[src/rtl/debug_unit_pkg.sv]
// Shared constants for the MicroBlaze debug controller: frame layout, command codes,
// debug read selectors, FSM encoding and the status-word packer.
package debug_unit_pkg;

    localparam int unsigned NB_CONTROL_FRAME = 32;
    localparam int unsigned NB_CODE          = 6;
    localparam int unsigned NB_ADDR_TYPE     = 9;
    localparam int unsigned NB_ADDR_DATA     = 16;
    localparam int unsigned NB_INSTR_ADDR    = 9;
    localparam int unsigned NB_INSTR         = 32;

    localparam int unsigned FRAME_CODE_LSB   = 26;
    localparam int unsigned FRAME_VALID_BIT  = 25;
    localparam int unsigned FRAME_TYPE_LSB   = 16;
    localparam int unsigned FRAME_ADDR_LSB   = 0;

    localparam logic [NB_CODE-1:0] CMD_START          = 6'd1;
    localparam logic [NB_CODE-1:0] CMD_RESET          = 6'd2;
    localparam logic [NB_CODE-1:0] CMD_LOAD_INSTR_LSB = 6'd3;
    localparam logic [NB_CODE-1:0] CMD_LOAD_INSTR_MSB = 6'd4;
    localparam logic [NB_CODE-1:0] CMD_REQ_DATA       = 6'd5;
    localparam logic [NB_CODE-1:0] CMD_MODE_GET       = 6'd6;
    localparam logic [NB_CODE-1:0] CMD_MODE_SET_CONT  = 6'd7;
    localparam logic [NB_CODE-1:0] CMD_MODE_SET_STEP  = 6'd8;
    localparam logic [NB_CODE-1:0] CMD_STEP           = 6'd9;
    localparam logic [NB_CODE-1:0] CMD_GOT_DATA       = 6'd10;
    localparam logic [NB_CODE-1:0] CMD_GIB_DATA       = 6'd11;

    localparam logic [NB_ADDR_TYPE-1:0] REQ_MEM_DATA        = 9'd0;
    localparam logic [NB_ADDR_TYPE-1:0] REQ_MEM_INSTR       = 9'd1;
    localparam logic [NB_ADDR_TYPE-1:0] REQ_REGISTERS       = 9'd2;
    localparam logic [NB_ADDR_TYPE-1:0] REQ_LATCH_FETCH     = 9'd3;
    localparam logic [NB_ADDR_TYPE-1:0] REQ_LATCH_DECO_DATA = 9'd4;
    localparam logic [NB_ADDR_TYPE-1:0] REQ_LATCH_DECO_CTRL = 9'd5;
    localparam logic [NB_ADDR_TYPE-1:0] REQ_LATCH_EXEC_DATA = 9'd6;
    localparam logic [NB_ADDR_TYPE-1:0] REQ_LATCH_EXEC_CTRL = 9'd7;
    localparam logic [NB_ADDR_TYPE-1:0] REQ_LATCH_MEM_DATA  = 9'd8;
    localparam logic [NB_ADDR_TYPE-1:0] REQ_LATCH_MEM_CTRL  = 9'd9;

    typedef enum logic [2:0] {
        ST_IDLE      = 3'd0,
        ST_RUN       = 3'd1,
        ST_STEP_WAIT = 3'd2,
        ST_STEP_ONE  = 3'd3,
        ST_XFER_RD   = 3'd4,
        ST_XFER_HOLD = 3'd5,
        ST_HALTED    = 3'd6
    } state_e;

    function automatic logic [NB_CONTROL_FRAME-1:0] pack_status(
        input logic [NB_CODE-1:0]      last_code,
        input logic                    mode,
        input state_e                  state,
        input logic                    error,
        input logic                    halted,
        input logic [NB_ADDR_DATA-1:0] load_count
    );
        return {last_code, mode, state, error, halted, 4'b0000, load_count};
    endfunction

endpackage

[src/rtl/blaze_frame_sampler.sv]
// Splits the MicroBlaze control frame into fields and flags the first cycle of each new command.
module blaze_frame_sampler
    import debug_unit_pkg::*;
(
    input  logic                        i_clock,
    input  logic                        i_reset,
    input  logic [NB_CONTROL_FRAME-1:0] i_frame,
    output logic                        o_fresh_c,
    output logic [NB_CODE-1:0]          o_code_c,
    output logic [NB_ADDR_TYPE-1:0]     o_addr_type_c,
    output logic [NB_ADDR_DATA-1:0]     o_address_c
);

    logic               prev_valid;
    logic [NB_CODE-1:0] prev_code;
    logic               valid_c;

    always_comb begin
        valid_c       = i_frame[FRAME_VALID_BIT];
        o_code_c      = i_frame[FRAME_CODE_LSB +: NB_CODE];
        o_addr_type_c = i_frame[FRAME_TYPE_LSB +: NB_ADDR_TYPE];
        o_address_c   = i_frame[FRAME_ADDR_LSB +: NB_ADDR_DATA];
        o_fresh_c     = valid_c && (!prev_valid || (o_code_c != prev_code));
    end

    // Previous-cycle view used to suppress the repeats of a held frame.
    always_ff @(posedge i_clock or posedge i_reset) begin
        if (i_reset) begin
            prev_valid <= 1'b0;
            prev_code  <= '0;
        end else begin
            prev_valid <= valid_c;
            prev_code  <= o_code_c;
        end
    end

endmodule

[src/rtl/debug_unit_ctrl.sv]
// Command controller turning MicroBlaze frames into pipeline run/step/halt, reset,
// instruction loading and debug readout. Instruction loading exists only with DBG_INSTR_LOAD_EN.
module debug_unit_ctrl
    import debug_unit_pkg::*;
(
    input  logic                        i_clock,
    input  logic                        i_reset,
    input  logic [NB_CONTROL_FRAME-1:0] i_frame_from_blaze,
    output logic [NB_CONTROL_FRAME-1:0] o_frame_to_blaze,
    output logic                        o_pipe_enable,
    output logic                        o_pipe_reset,
    output logic                        o_instr_we,
    output logic [NB_INSTR_ADDR-1:0]    o_instr_addr,
    output logic [NB_INSTR-1:0]         o_instr_data,
    output logic [NB_ADDR_TYPE-1:0]     o_dbg_type,
    output logic [NB_ADDR_DATA-1:0]     o_dbg_addr,
    input  logic [NB_INSTR-1:0]         i_dbg_data,
    input  logic                        i_halt
);

    logic                    fresh_c;
    logic [NB_CODE-1:0]      code_c;
    logic [NB_ADDR_TYPE-1:0] addr_type_c;
    logic [NB_ADDR_DATA-1:0] address_c;

    blaze_frame_sampler u_sampler (
        .i_clock       (i_clock),
        .i_reset       (i_reset),
        .i_frame       (i_frame_from_blaze),
        .o_fresh_c     (fresh_c),
        .o_code_c      (code_c),
        .o_addr_type_c (addr_type_c),
        .o_address_c   (address_c)
    );

    state_e                      state, state_n, saved_state, saved_state_n;
    logic                        mode, mode_n, error, error_n, rd_wait, rd_wait_n;
    logic [NB_CODE-1:0]          last_code, last_code_n;
    logic [NB_ADDR_TYPE-1:0]     dbg_type_n;
    logic [NB_ADDR_DATA-1:0]     dbg_addr_n;
    logic [NB_CONTROL_FRAME-1:0] frame_n;
    logic                        pipe_enable_n, pipe_reset_n, capture;
    logic [NB_ADDR_DATA-1:0]     status_count;
`ifdef DBG_INSTR_LOAD_EN
    logic [NB_INSTR_ADDR-1:0]    load_count, load_count_n, instr_addr_n;
    logic                        load_pend, load_pend_n, instr_we_n;
    logic [NB_INSTR-1:0]         instr_data_n;
`endif

    always_ff @(posedge i_clock or posedge i_reset) begin
        if (i_reset) begin
            state            <= ST_IDLE;
            saved_state      <= ST_IDLE;
            mode             <= 1'b0;
            error            <= 1'b0;
            rd_wait          <= 1'b0;
            last_code        <= '0;
            o_dbg_type       <= '0;
            o_dbg_addr       <= '0;
            o_frame_to_blaze <= '0;
            o_pipe_enable    <= 1'b0;
            o_pipe_reset     <= 1'b0;
`ifdef DBG_INSTR_LOAD_EN
            load_count       <= '0;
            load_pend        <= 1'b0;
            o_instr_we       <= 1'b0;
            o_instr_addr     <= '0;
            o_instr_data     <= '0;
`endif
        end else begin
            state            <= state_n;
            saved_state      <= saved_state_n;
            mode             <= mode_n;
            error            <= error_n;
            rd_wait          <= rd_wait_n;
            last_code        <= last_code_n;
            o_dbg_type       <= dbg_type_n;
            o_dbg_addr       <= dbg_addr_n;
            o_frame_to_blaze <= frame_n;
            o_pipe_enable    <= pipe_enable_n;
            o_pipe_reset     <= pipe_reset_n;
`ifdef DBG_INSTR_LOAD_EN
            load_count       <= load_count_n;
            load_pend        <= load_pend_n;
            o_instr_we       <= instr_we_n;
            o_instr_addr     <= instr_addr_n;
            o_instr_data     <= instr_data_n;
`endif
        end
    end

`ifndef DBG_INSTR_LOAD_EN
    assign o_instr_we   = 1'b0;
    assign o_instr_addr = '0;
    assign o_instr_data = '0;
`endif

    always_comb begin
        state_n       = state;
        saved_state_n = saved_state;
        mode_n        = mode;
        error_n       = error;
        rd_wait_n     = rd_wait;
        last_code_n   = fresh_c ? code_c : last_code;
        dbg_type_n    = o_dbg_type;
        dbg_addr_n    = o_dbg_addr;
        pipe_reset_n  = 1'b0;
        capture       = 1'b0;
`ifdef DBG_INSTR_LOAD_EN
        // An MSB frame arms load_pend; the write lands one cycle later.
        load_pend_n   = 1'b0;
        instr_we_n    = load_pend;
        instr_addr_n  = load_pend ? load_count : o_instr_addr;
        instr_data_n  = o_instr_data;
        load_count_n  = load_pend ? load_count + 9'd1 : load_count;
`endif

        if (fresh_c && (code_c == CMD_RESET)) begin
            state_n      = ST_IDLE;
            error_n      = 1'b0;
            rd_wait_n    = 1'b0;
            pipe_reset_n = 1'b1;
`ifdef DBG_INSTR_LOAD_EN
            load_count_n = '0;
            instr_we_n   = 1'b0;
`endif
        end else if (i_halt && ((state == ST_RUN) || (state == ST_STEP_ONE))) begin
            state_n = ST_HALTED;
        end else begin
            case (state)
                ST_STEP_ONE: state_n = ST_STEP_WAIT;
                ST_XFER_RD: begin
                    // Wait one cycle for the registered debug read to return.
                    if (rd_wait) begin
                        rd_wait_n = 1'b0;
                    end else begin
                        state_n = ST_XFER_HOLD;
                        capture = 1'b1;
                    end
                end
                default: ;
            endcase

            if (fresh_c) begin
                case (code_c)
                    CMD_START: begin
                        if (state == ST_IDLE) state_n = mode ? ST_STEP_WAIT : ST_RUN;
                    end
                    CMD_STEP: begin
                        if (state == ST_STEP_WAIT) state_n = ST_STEP_ONE;
                    end
                    CMD_MODE_SET_CONT: mode_n = 1'b0;
                    CMD_MODE_SET_STEP: mode_n = 1'b1;
                    CMD_MODE_GET: ;
                    CMD_REQ_DATA: begin
                        // A nested request keeps the state saved by the outer one.
                        if ((state != ST_XFER_RD) && (state != ST_XFER_HOLD))
                            saved_state_n = (state == ST_STEP_ONE) ? ST_STEP_WAIT : state;
                        dbg_type_n = addr_type_c;
                        dbg_addr_n = address_c;
                        state_n    = ST_XFER_RD;
                        rd_wait_n  = 1'b1;
                        capture    = 1'b0;
                    end
                    CMD_GIB_DATA: begin
                        if (state == ST_XFER_HOLD) begin
                            dbg_addr_n = o_dbg_addr + 16'd1;
                            state_n    = ST_XFER_RD;
                            rd_wait_n  = 1'b1;
                        end
                    end
                    CMD_GOT_DATA: begin
                        if (state == ST_XFER_HOLD) state_n = saved_state;
                    end
                    CMD_LOAD_INSTR_LSB: begin
`ifdef DBG_INSTR_LOAD_EN
                        if (state == ST_IDLE) instr_data_n[15:0] = address_c;
                        else                  error_n = 1'b1;
`else
                        error_n = 1'b1;
`endif
                    end
                    CMD_LOAD_INSTR_MSB: begin
`ifdef DBG_INSTR_LOAD_EN
                        if (state == ST_IDLE) begin
                            instr_data_n[31:16] = address_c;
                            load_pend_n         = 1'b1;
                        end else begin
                            error_n = 1'b1;
                        end
`else
                        error_n = 1'b1;
`endif
                    end
                    default: error_n = 1'b1;
                endcase
            end
        end

`ifdef DBG_INSTR_LOAD_EN
        status_count = 16'(load_count_n);
`else
        status_count = 16'd0;
`endif
        pipe_enable_n = (state_n == ST_RUN) || (state_n == ST_STEP_ONE);
        if (state_n == ST_XFER_HOLD)
            frame_n = capture ? i_dbg_data : o_frame_to_blaze;
        else
            frame_n = pack_status(last_code_n, mode_n, state_n, error_n,
                                  (state_n == ST_HALTED), status_count);
    end

endmodule
[config.mk]
export PLATFORM = sky130hd
export DESIGN_NAME = debug_unit_ctrl
export DESIGN_NICKNAME = d
export VERILOG_FILES = /design/src/rtl/debug_unit_pkg.sv /design/src/rtl/blaze_frame_sampler.sv /design/src/rtl/debug_unit_ctrl.sv
export SDC_FILE = /design/constraint.sdc
export NUM_CORES = 1
export LEC_CHECK = 0
export CAP_MARGIN = 20
export CELL_PAD_IN_SITES_DETAIL_PLACEMENT = 1
export CELL_PAD_IN_SITES_GLOBAL_PLACEMENT = 2
export CORE_MARGIN = 3
export CORE_UTILIZATION = 26
export CTS_BUF_LIST = sky130_fd_sc_hd__clkbuf_16
export CTS_CLUSTER_SIZE = 10
export DETAILED_ROUTE_END_ITERATION = 12
export PLACE_DENSITY = 0.79
export SLEW_MARGIN = 20
export SYNTH_ARGS = -nofsm -noshare
export SYNTH_HDL_FRONTEND = slang
export SYNTH_SLANG_ARGS = --single-unit
[constraint.sdc]
create_clock -name i_clock -period 3.69 [get_ports i_clock]
set_input_delay 0.738 -clock i_clock [delete_from_list [all_inputs] [get_ports i_clock]]
set_output_delay 0.738 -clock i_clock [all_outputs]
set_load 0.005 [all_outputs]
==> reports/summary.md, run 1 <==
STA classifies the critical path startpoint as a primary input. Of the total synthesized cell area, the portion taken by AND, OR, NAND and NOR gates is 17.8%. The sequential fraction of the synthesis area is 46.5%.

During synthesis, Yosys emitted a total of 0 warnings. Traced cell by cell, the critical path runs through clkdlybuf4s50_1, buf_4, mux2_2, nor4_1, buf_4, a31oi_1, nor3b_1, or3_4, buf_4, o21bai_1. Once detailed placement completed, the half-perimeter wirelength came to 9.29 mm. Timing analysis after detailed placement gives a worst setup slack of 0.117 ns.

For this run, the slowest stage of the critical path takes 0.52 ns. Among all flip-flop cells after synthesis, the most frequent one is dfrtp_1. After clock tree synthesis, the clock-pin slew on the worst setup and hold paths is 0.06 ns.

The worst register-to-register path begins at state[2]. The ratio of routed vias to standard cells works out to 4.56. After synthesis, the share of cell area in mux cells is 10.5%.

The synthesized design devotes to its leading area cell type 46.5% of total area. Of all cell types, the one taking the most synthesized area is dfrtp_1. The start-to-end type of the worst setup path is primary input to flop. Number of H-tree branching levels: 3. The run gives 0 as the initial antenna violation count. Counting distinct cell types in the post-synthesis netlist gives 60.

For the worst-skew pair, the clock arrives at the later sink with an insertion delay of 0.34 ns. For the I/O pin count, the log shows 168. The tools report the maximum vdd ir drop as 0.183 mV. In this run, post-CTS hold repair placed 0 buffers. The slew at the pin closest to its max-slew limit was 0.600 ns; the cell area after synthesis was 4360 um2.

Counting stages on the worst path, the most repeated cell is buf_4. For the count of pins over their slew limit, the log shows 0. In this design, the largest share of critical-path delay is due to buffers and inverters. The area of the die came out at 18400 um2. On the final layout, the worst hold slack is 0.478 ns. Weighted congestion at the end of routability-driven global placement: 0.784. The commonest cells after synthesis are dfrtp_1, nand2_1, buf_4.

The count of cells in the finished layout, fillers not included, comes to 810. The initialized floorplan defines 46 standard-cell rows. Yosys mapped a number of flops with a built-in enable equal to 0. Synthesis inferred 81 register bits. For the number of design-rule violations left by the first detailed-router iteration, the log shows 148. No sink is reached through more buffers than the 2 on the longest clock path.

Headroom to the max-slew limit came out at 60.0%. The total number of nets in the final design is 657. In this run the power density over the cells is 499 nW/um2. TritonCTS built the clock tree.

Setup repair after global routing left no endpoint under its margin. The flop-to-flop setup slack is 0.93 ns, and the count of vias placed by the detailed router is 3691. Clock tree synthesis inserted a total of 9 buffers. The synthesized netlist devotes 1.20% of its cell area to XOR and XNOR gates. Across every metal layer, demand over resource in global routing totals 13.7%. The critical path contains buffers and inverters numbering 4 combined. The via count of the first global-routing pass is 3934. Max-cap violations in this run came to 0. The launch instance of the worst min-delay path was o_dbg_type[4].

The flow ran to the end, and the final reports show no timing, DRC or antenna violations. The minimum setup slack in the final design was 0.485 ns; the average detailed-routed wire length per instance was 15.4 um. The data arrival time at the worst-slack endpoint came out at 3.42 ns.

The most common cell in the synthesized netlist is dfrtp_1. The total instance count after detailed placement was 794. The tools report the final count of hold timing violations as 0.

The worst hold-check path type is flop to flop. The slowest stage of the critical path is the nor3b_1 cell. Along the worst path, the maximum fanout reaches 21.

The total routed wirelength was 12.4 mm; the number of setup buffers added after CTS was 0. In the final timing run, aggregate negative setup slack is 0 ns. After synthesis, the largest family of logic cells by area is simple AND/OR/NAND/NOR gates. Synthesis produced a netlist whose cell count is 457. Largest net degree at the start of global routing: 34. In this run the critical register-to-register path is captured at o_frame_to_blaze[23]. The tools report the effective utilization at floorplan as 27.0%. The number of clock sinks seen by CTS came out at 81.

The critical path data required time was 3.91 ns; the highest clock frequency the design can meet was 312 MHz. The area growth from synthesis to layout works out to 38.6%. The area share of fa/ha/maj cells after synthesis is 0.287%. By area the synthesized netlist is led by dfrtp_1, buf_4, mux2i_1. In this run the horizontal extent of the chip is 136 um. The core area was 16200 um2; the DRC violations left was 0.

Clock tree root buffer cell: clkbuf_16. The first global-routing pass estimated 20.3 mm of wire. The path with the worst hold slack has its endpoint at o_dbg_type[4]. For the finished layout, the period the worst path requires is 3.20 ns. The post-route netlist has 10.4% of its cells at a drive strength greater than 1. The share of synthesized registers carrying an async set or reset was 100%; the count of nets left with antenna violations after detail routing was 0. The worst clock skew is 0.00723 ns. Summed over all cells, the static leakage comes to 2.75 nW. The synthesized area per cell was 9.54 um2; the hold-critical path depth was 2. After layout, the worst path uses 86.8% of the clock period. Before antenna repair, the detailed router went through 4 iterations. The worst setup path is captured at a flop.

The cell depth of the worst flop-to-flop path is 8, and the total of buffers placed on input and output ports is 125. The synthesized netlist devotes 12.5% of its cell area to compound gates. After clock tree synthesis, the repair step resized 0 gates.

The die height was 136 um. Setup violations remaining at the end of the flow were counted as 0. The number of antenna diodes in the final layout is 0. The total overflow left after global routing is 0.
## how the worst max path moves through the flow
stage | startpoint | slack [ns] | cells past startpoint | to
6_report | i_frame_from_blaze[29] | 0.49 | 10 | o_frame_to_blaze[23]
3_3_place_gp | i_frame_from_blaze[29] | 0.19 | 10 | o_frame_to_blaze[23]
2_1_floorplan | i_frame_from_blaze[29] | 0.57 | 9 | o_frame_to_blaze[21]
5_1_grt | i_frame_from_blaze[29] | 0.20 | 10 | o_frame_to_blaze[23]
4_1_cts | i_frame_from_blaze[29] | 0.47 | 10 | o_frame_to_blaze[23]
3_5_place_dp | i_frame_from_blaze[29] | 0.12 | 10 | o_frame_to_blaze[23]
## layout by cell type, fill, tap and decap left out, types with 2 or more instances in the layout
cell             count
nor2_1              36
mux2_2              10
clkdlybuf4s50_1    125
and2_1               4
and3_1               6
a31oi_1              3
clkinv_2             3
conb_1              42
dfrtp_1             81
a21oi_1             26
or2_2                2
mux2_4               7
nand2b_1             4
xnor2_1              6
buf_4               22
inv_1               13
or3b_2               3
nor4_1               2
or3_4                2
o21ai_0             23
clkbuf_16            9
nor3_1               6
o211ai_1             3
a22oi_1              6
nand2_1             64
nand3_1             15
nor2b_1              2
o21bai_1             3
a2bb2oi_1            4
mux2i_1             24
nand4_1              3
o22ai_1              4
or3_1                3
## cell type report
type	count	area, um2
clock inverters	7	55.1
multi-input cells	339	2010
repair buffers	147	1420
well taps	216	270
clock buffers	9	225
fillers	1846	10100
inverters	11	42.5
flip-flops and latches	81	2030
## sequential cells by signal, indices dropped and copies added (netlist names)
signal / count
error: 1
last_code: 6
mode: 1
o_dbg_addr: 16
o_dbg_type: 9
o_frame_to_blaze: 32
o_pipe_enable: 1
o_pipe_reset: 1
rd_wait: 1
saved_state: 3
state: 3
u_sampler.prev_code: 6
u_sampler.prev_valid: 1
## kinds of logic (layout without fill, tap and decap cells)
| kind of cell | count (synthesis) | count (layout) |
|---|---|---|
| simple gates | 161 | 161 |
| fa+ha+maj | 1 | 1 |
| compound gates | 88 | 88 |
| buf+inv | 78 | 174 |
| mux | 41 | 41 |
| other cells | 1 | 42 |
| xor+xnor | 6 | 6 |
| flops | 81 | 81 |
## report_power, final
| group | internal [mW] | switching [mW] |
|---|---|---|
| logic | 0.538 | 0.422 |
| clock network | 0.512 | 0.353 |
| registers | 1.03 | 0.160 |
## stage by stage
stage / power (mW) / util, % / cell area (um2)
6_report: 3.02 / 37.4 / 6050
3_5_place_dp: 2.18 / 35.7 / 5770
2_1_floorplan: 1.75 / - / 4520
4_1_cts: 3.07 / 37.4 / 6050
5_1_grt: 3.21 / 37.4 / 6050
3_3_place_gp: 2.15 / 35.7 / 5770
## layer usage
layer	wire [um]	track usage [%]
met1	5500	17.2
met2	6050	23.4
met3	725	3.19
met4	158	4.14
met5	0	0
## tightest hold or removal path: cells and delay by family, from the launching register on
kind	cells	cell delay (ns)
flip-flops	1	0.34
AND/OR/NAND/NOR	2	0.10
(Power assumes the default switching activity.)
==> inputs of run 2 (changes only) <==
- CORE_UTILIZATION: 26 -> 28
- PLACE_DENSITY: 0.79 -> 0.85
- clock period: 3.69 -> 3.9 ns (I/O delays scaled with it)
==> reports/summary.md, run 2 (synthesis gave the netlist of run 1 again) <==
The total of buffers placed on input and output ports was 125 (unchanged); the number of inserted diodes was 0 (unchanged). The flip-flop count of the largest register, all copies and words added came out at 32 (unchanged). The start-to-end type of the worst setup path was primary input to flop (unchanged). The largest net degree at the start of global routing came out at 46 (was 34). The number of violations of the max-capacitance limit is 0 (unchanged).

The logs give 0.815 (was 0.784) for the weighted congestion at the end of routability-driven global placement and 8.83 mm (was 9.29 mm) for the final HPWL from detailed placement. The data arrival time at the worst-slack endpoint is 3.58 ns (was 3.42 ns). The worst clock skew is 0.00842 ns (was 0.00723 ns). The global route total overflow was 0 (unchanged). For the total number of nets in the final design, the log shows 650 (was 657). The logs give 0 (unchanged) for the initial antenna violation count and 0.175 ns (was 0.117 ns) for the post-placement setup slack. Cell occurring most often along the worst timing path: buf_4 (unchanged). The run gives 3 (unchanged) as the number of H-tree branching levels. The average detailed-routed wire length per instance was 15.6 um (was 15.4 um); the area of the die was 17100 um2 (was 18400 um2). The critical path data required time is 4.11 ns (was 3.91 ns), and the power density over the cells is 476 nW/um2 (was 499 nW/um2). The sequential share of power was 39.6% (was 39.5%); the via count of the first global-routing pass was 3851 (was 3934).

The final count of hold timing violations was 0 (unchanged); the standard cell area after detailed placement was 5690 um2 (was 5770 um2). The proportion of total power due to net switching was 31.0% (about the same). The total of hold buffers inserted after clock tree synthesis was 0 (unchanged).

The area growth from synthesis to layout was 37.0% (was 38.6%); the share of total power in the clock network was 29.4% (was 28.7%). The flow ran to the end, and the final reports show no timing, DRC or antenna violations. The register containing the most flip-flops in the final layout was o_frame_to_blaze (unchanged).

For this run, the top clock speed supported by timing is 297 MHz. The horizontal die dimension was 131 um (was 136 um); the number of CTS-inserted buffers was 9 (unchanged). The number of clock sinks seen by CTS was 81 (unchanged). The ratio of final minimum period to clock period is 86.3%, and the count of standard-cell rows is 44 (was 46). Cells traversed along the worst timing path: clkdlybuf4s50_1, buf_4, mux2_2, nor4_1, buf_4, a31oi_1, nor3b_1, or3_4, buf_4, o21bai_1 (unchanged). Worst hold-check path type: flop to flop (unchanged).

The worst slew slack as a fraction of its limit was 47.5% (was 60.0%); the number of optimization iterations in the first detailed-route pass was 4 (unchanged). For the final setup violation count, the log shows 0 (unchanged). The I/O pin count is 168 (unchanged), and the count of vias placed by the detailed router is 3682 (was 3691).

The slew at the pin closest to its max-slew limit came out at 0.788 ns (was 0.600 ns). The logs give 5980 um2 (was 6050 um2) for the final design instance area without fill and 14.0% (was 13.7%) for the global-route total usage across every layer. The count of pins over their slew limit was 0 (unchanged).

The ratio of routed vias to standard cells was 4.78 (was 4.56). The tools report the critical path capture point type as a flop (unchanged). The worst-path maximum fanout works out to 21 (unchanged). The total negative slack for setup checks is 0 ns (unchanged). The logs give 0 (unchanged) for the DRC violations left and 19.3 mm (was 20.3 mm) for the first-pass GRT wire length. Critical path's slowest cell: clkdlybuf4s50_1 (was nor3b_1). The tools report the leakage dissipation as 2.72 nW (was 2.75 nW).

The run gives 0 (unchanged) as the count of nets left with antenna violations after detail routing. The effective utilization at floorplan was 29.3% (was 27.0%). The maximum single-stage delay on the critical path came out at 0.56 ns (was 0.52 ns). Regs by FF count: o_frame_to_blaze (32), o_dbg_addr (16), o_dbg_type (9) (unchanged).

The maximum vdd ir drop was 0.185 mV (was 0.183 mV); the core area was 14900 um2 (was 16200 um2). Setup repair after global routing left no endpoint under its margin. Reported net switching power: 0.882 mW (was 0.935 mW). The post-cts gate resize count came out at 0 (unchanged). For the minimum setup slack in the final design, the log shows 0.532 ns (was 0.485 ns). The run gives 1715 (was 1846) as the number of filler instances in the final layout. The type of element launching the critical path is a primary input (unchanged).

Most used cells in the layout excluding fill and tap cells: clkdlybuf4s50_1, dfrtp_1, nand2_1, conb_1, nor2_1 (unchanged). Clock slew at the register clock pins of the worst setup and hold paths: 0.06 ns (about the same). For the cell-internal power, the log shows 1.96 mW (was 2.08 mW). The tools report the overall power of the completed layout as 2.84 mW (was 3.02 mW). The clock insertion delay at the later pin of the skew report was 0.34 ns (about the same). The clock tree root buffer cell is clkbuf_16 (unchanged). The final-layout worst hold slack was 0.481 ns (was 0.478 ns); the total routed wirelength was 12.0 mm (was 12.4 mm).

The die height was 131 um (was 136 um); the number of setup buffers added after CTS was 0 (unchanged). The maximum clock insertion buffer count is 2 (unchanged). The commonest non-fill, non-tap cell in the layout is clkdlybuf4s50_1 (unchanged). TritonCTS built the clock tree.

The share of total power in combinational logic was 31.1% (was 31.8%); the fraction of final layout cells sized beyond drive strength 1 was 9.71% (was 10.4%). For the number of design-rule violations left by the first detailed-router iteration, the log shows 120 (was 148). Subtracting the final worst setup slack from the clock period gives 3.37 ns.
## run 2: changes by cell type in the layout (fill, tap and decap cells not counted)
cell	previous run	this run
clkinv_1	1	0
buf_4	22	14
clkinv_4	0	1
inv_1	13	12
buf_12	0	1
clkinvlp_4	0	1
## run 2: worst paths after layout
check | slack, ns | start | to | cells past startpoint
hold reg to reg | 0.48 | o_dbg_type[6] | o_dbg_type[6] | 2
setup / recovery | 0.53 | i_frame_from_blaze[27] | o_frame_to_blaze[23] | 10
max in group asynchronous | 2.32 | i_reset | o_dbg_type[7] | 3
setup reg to reg | 1.17 | state[0] | o_frame_to_blaze[23] | 8
min in group asynchronous | 0.89 | i_reset | o_frame_to_blaze[2] | 2
hold / removal | 0.48 | o_dbg_type[6] | o_dbg_type[6] | 2
## run 2: cell type report
type                       count  area [um2]  share of cell area, %
clock buffer                   9         225                   3.77
clock inverter                 7        63.8                   1.07
inverter                      11        42.5                  0.712
multi-input combinational    339        2010                   33.6
sequential                    81        2030                   33.9
tap                          184         230                   3.85
timing repair buffer         140        1380                   23.0
## run 2: critical path, delay by kind of cell
kind	cells	cell delay, ns
AND/OR/NAND/NOR	3	1.12
buffers and inverters	4	1.24
AO/OA/AOI/OAI	2	0.18
multiplexers	1	0.26
## run 2: power by group through the flow
stage	Clock [mW]	Sequential (mW)	Combinational (mW)
6_report	0.835	1.13	0.883
5_1_grt	0.894	1.16	0.984
4_1_cts	0.865	1.13	0.894
3_5_place_dp	0	1.14	0.889
3_3_place_gp	0	1.13	0.877
2_1_floorplan	0	1.09	0.563
## run 2: metal layers
layer  vias up  part of all wire, %  track usage, %
met5         -                    0               0
met4         0                  1.5            4.84
met3        12                  5.4            2.60
met2       118                   48            23.5
met1      1808                   45            18.2
li1       1744                    -               -
## run 2: stage by stage
stage          utilization, %  cells
2_1_floorplan               -    498
3_3_place_gp             38.3    755
3_5_place_dp             38.3    755
4_1_cts                  40.2    771
5_1_grt                  40.2    771
6_report                 40.2    771
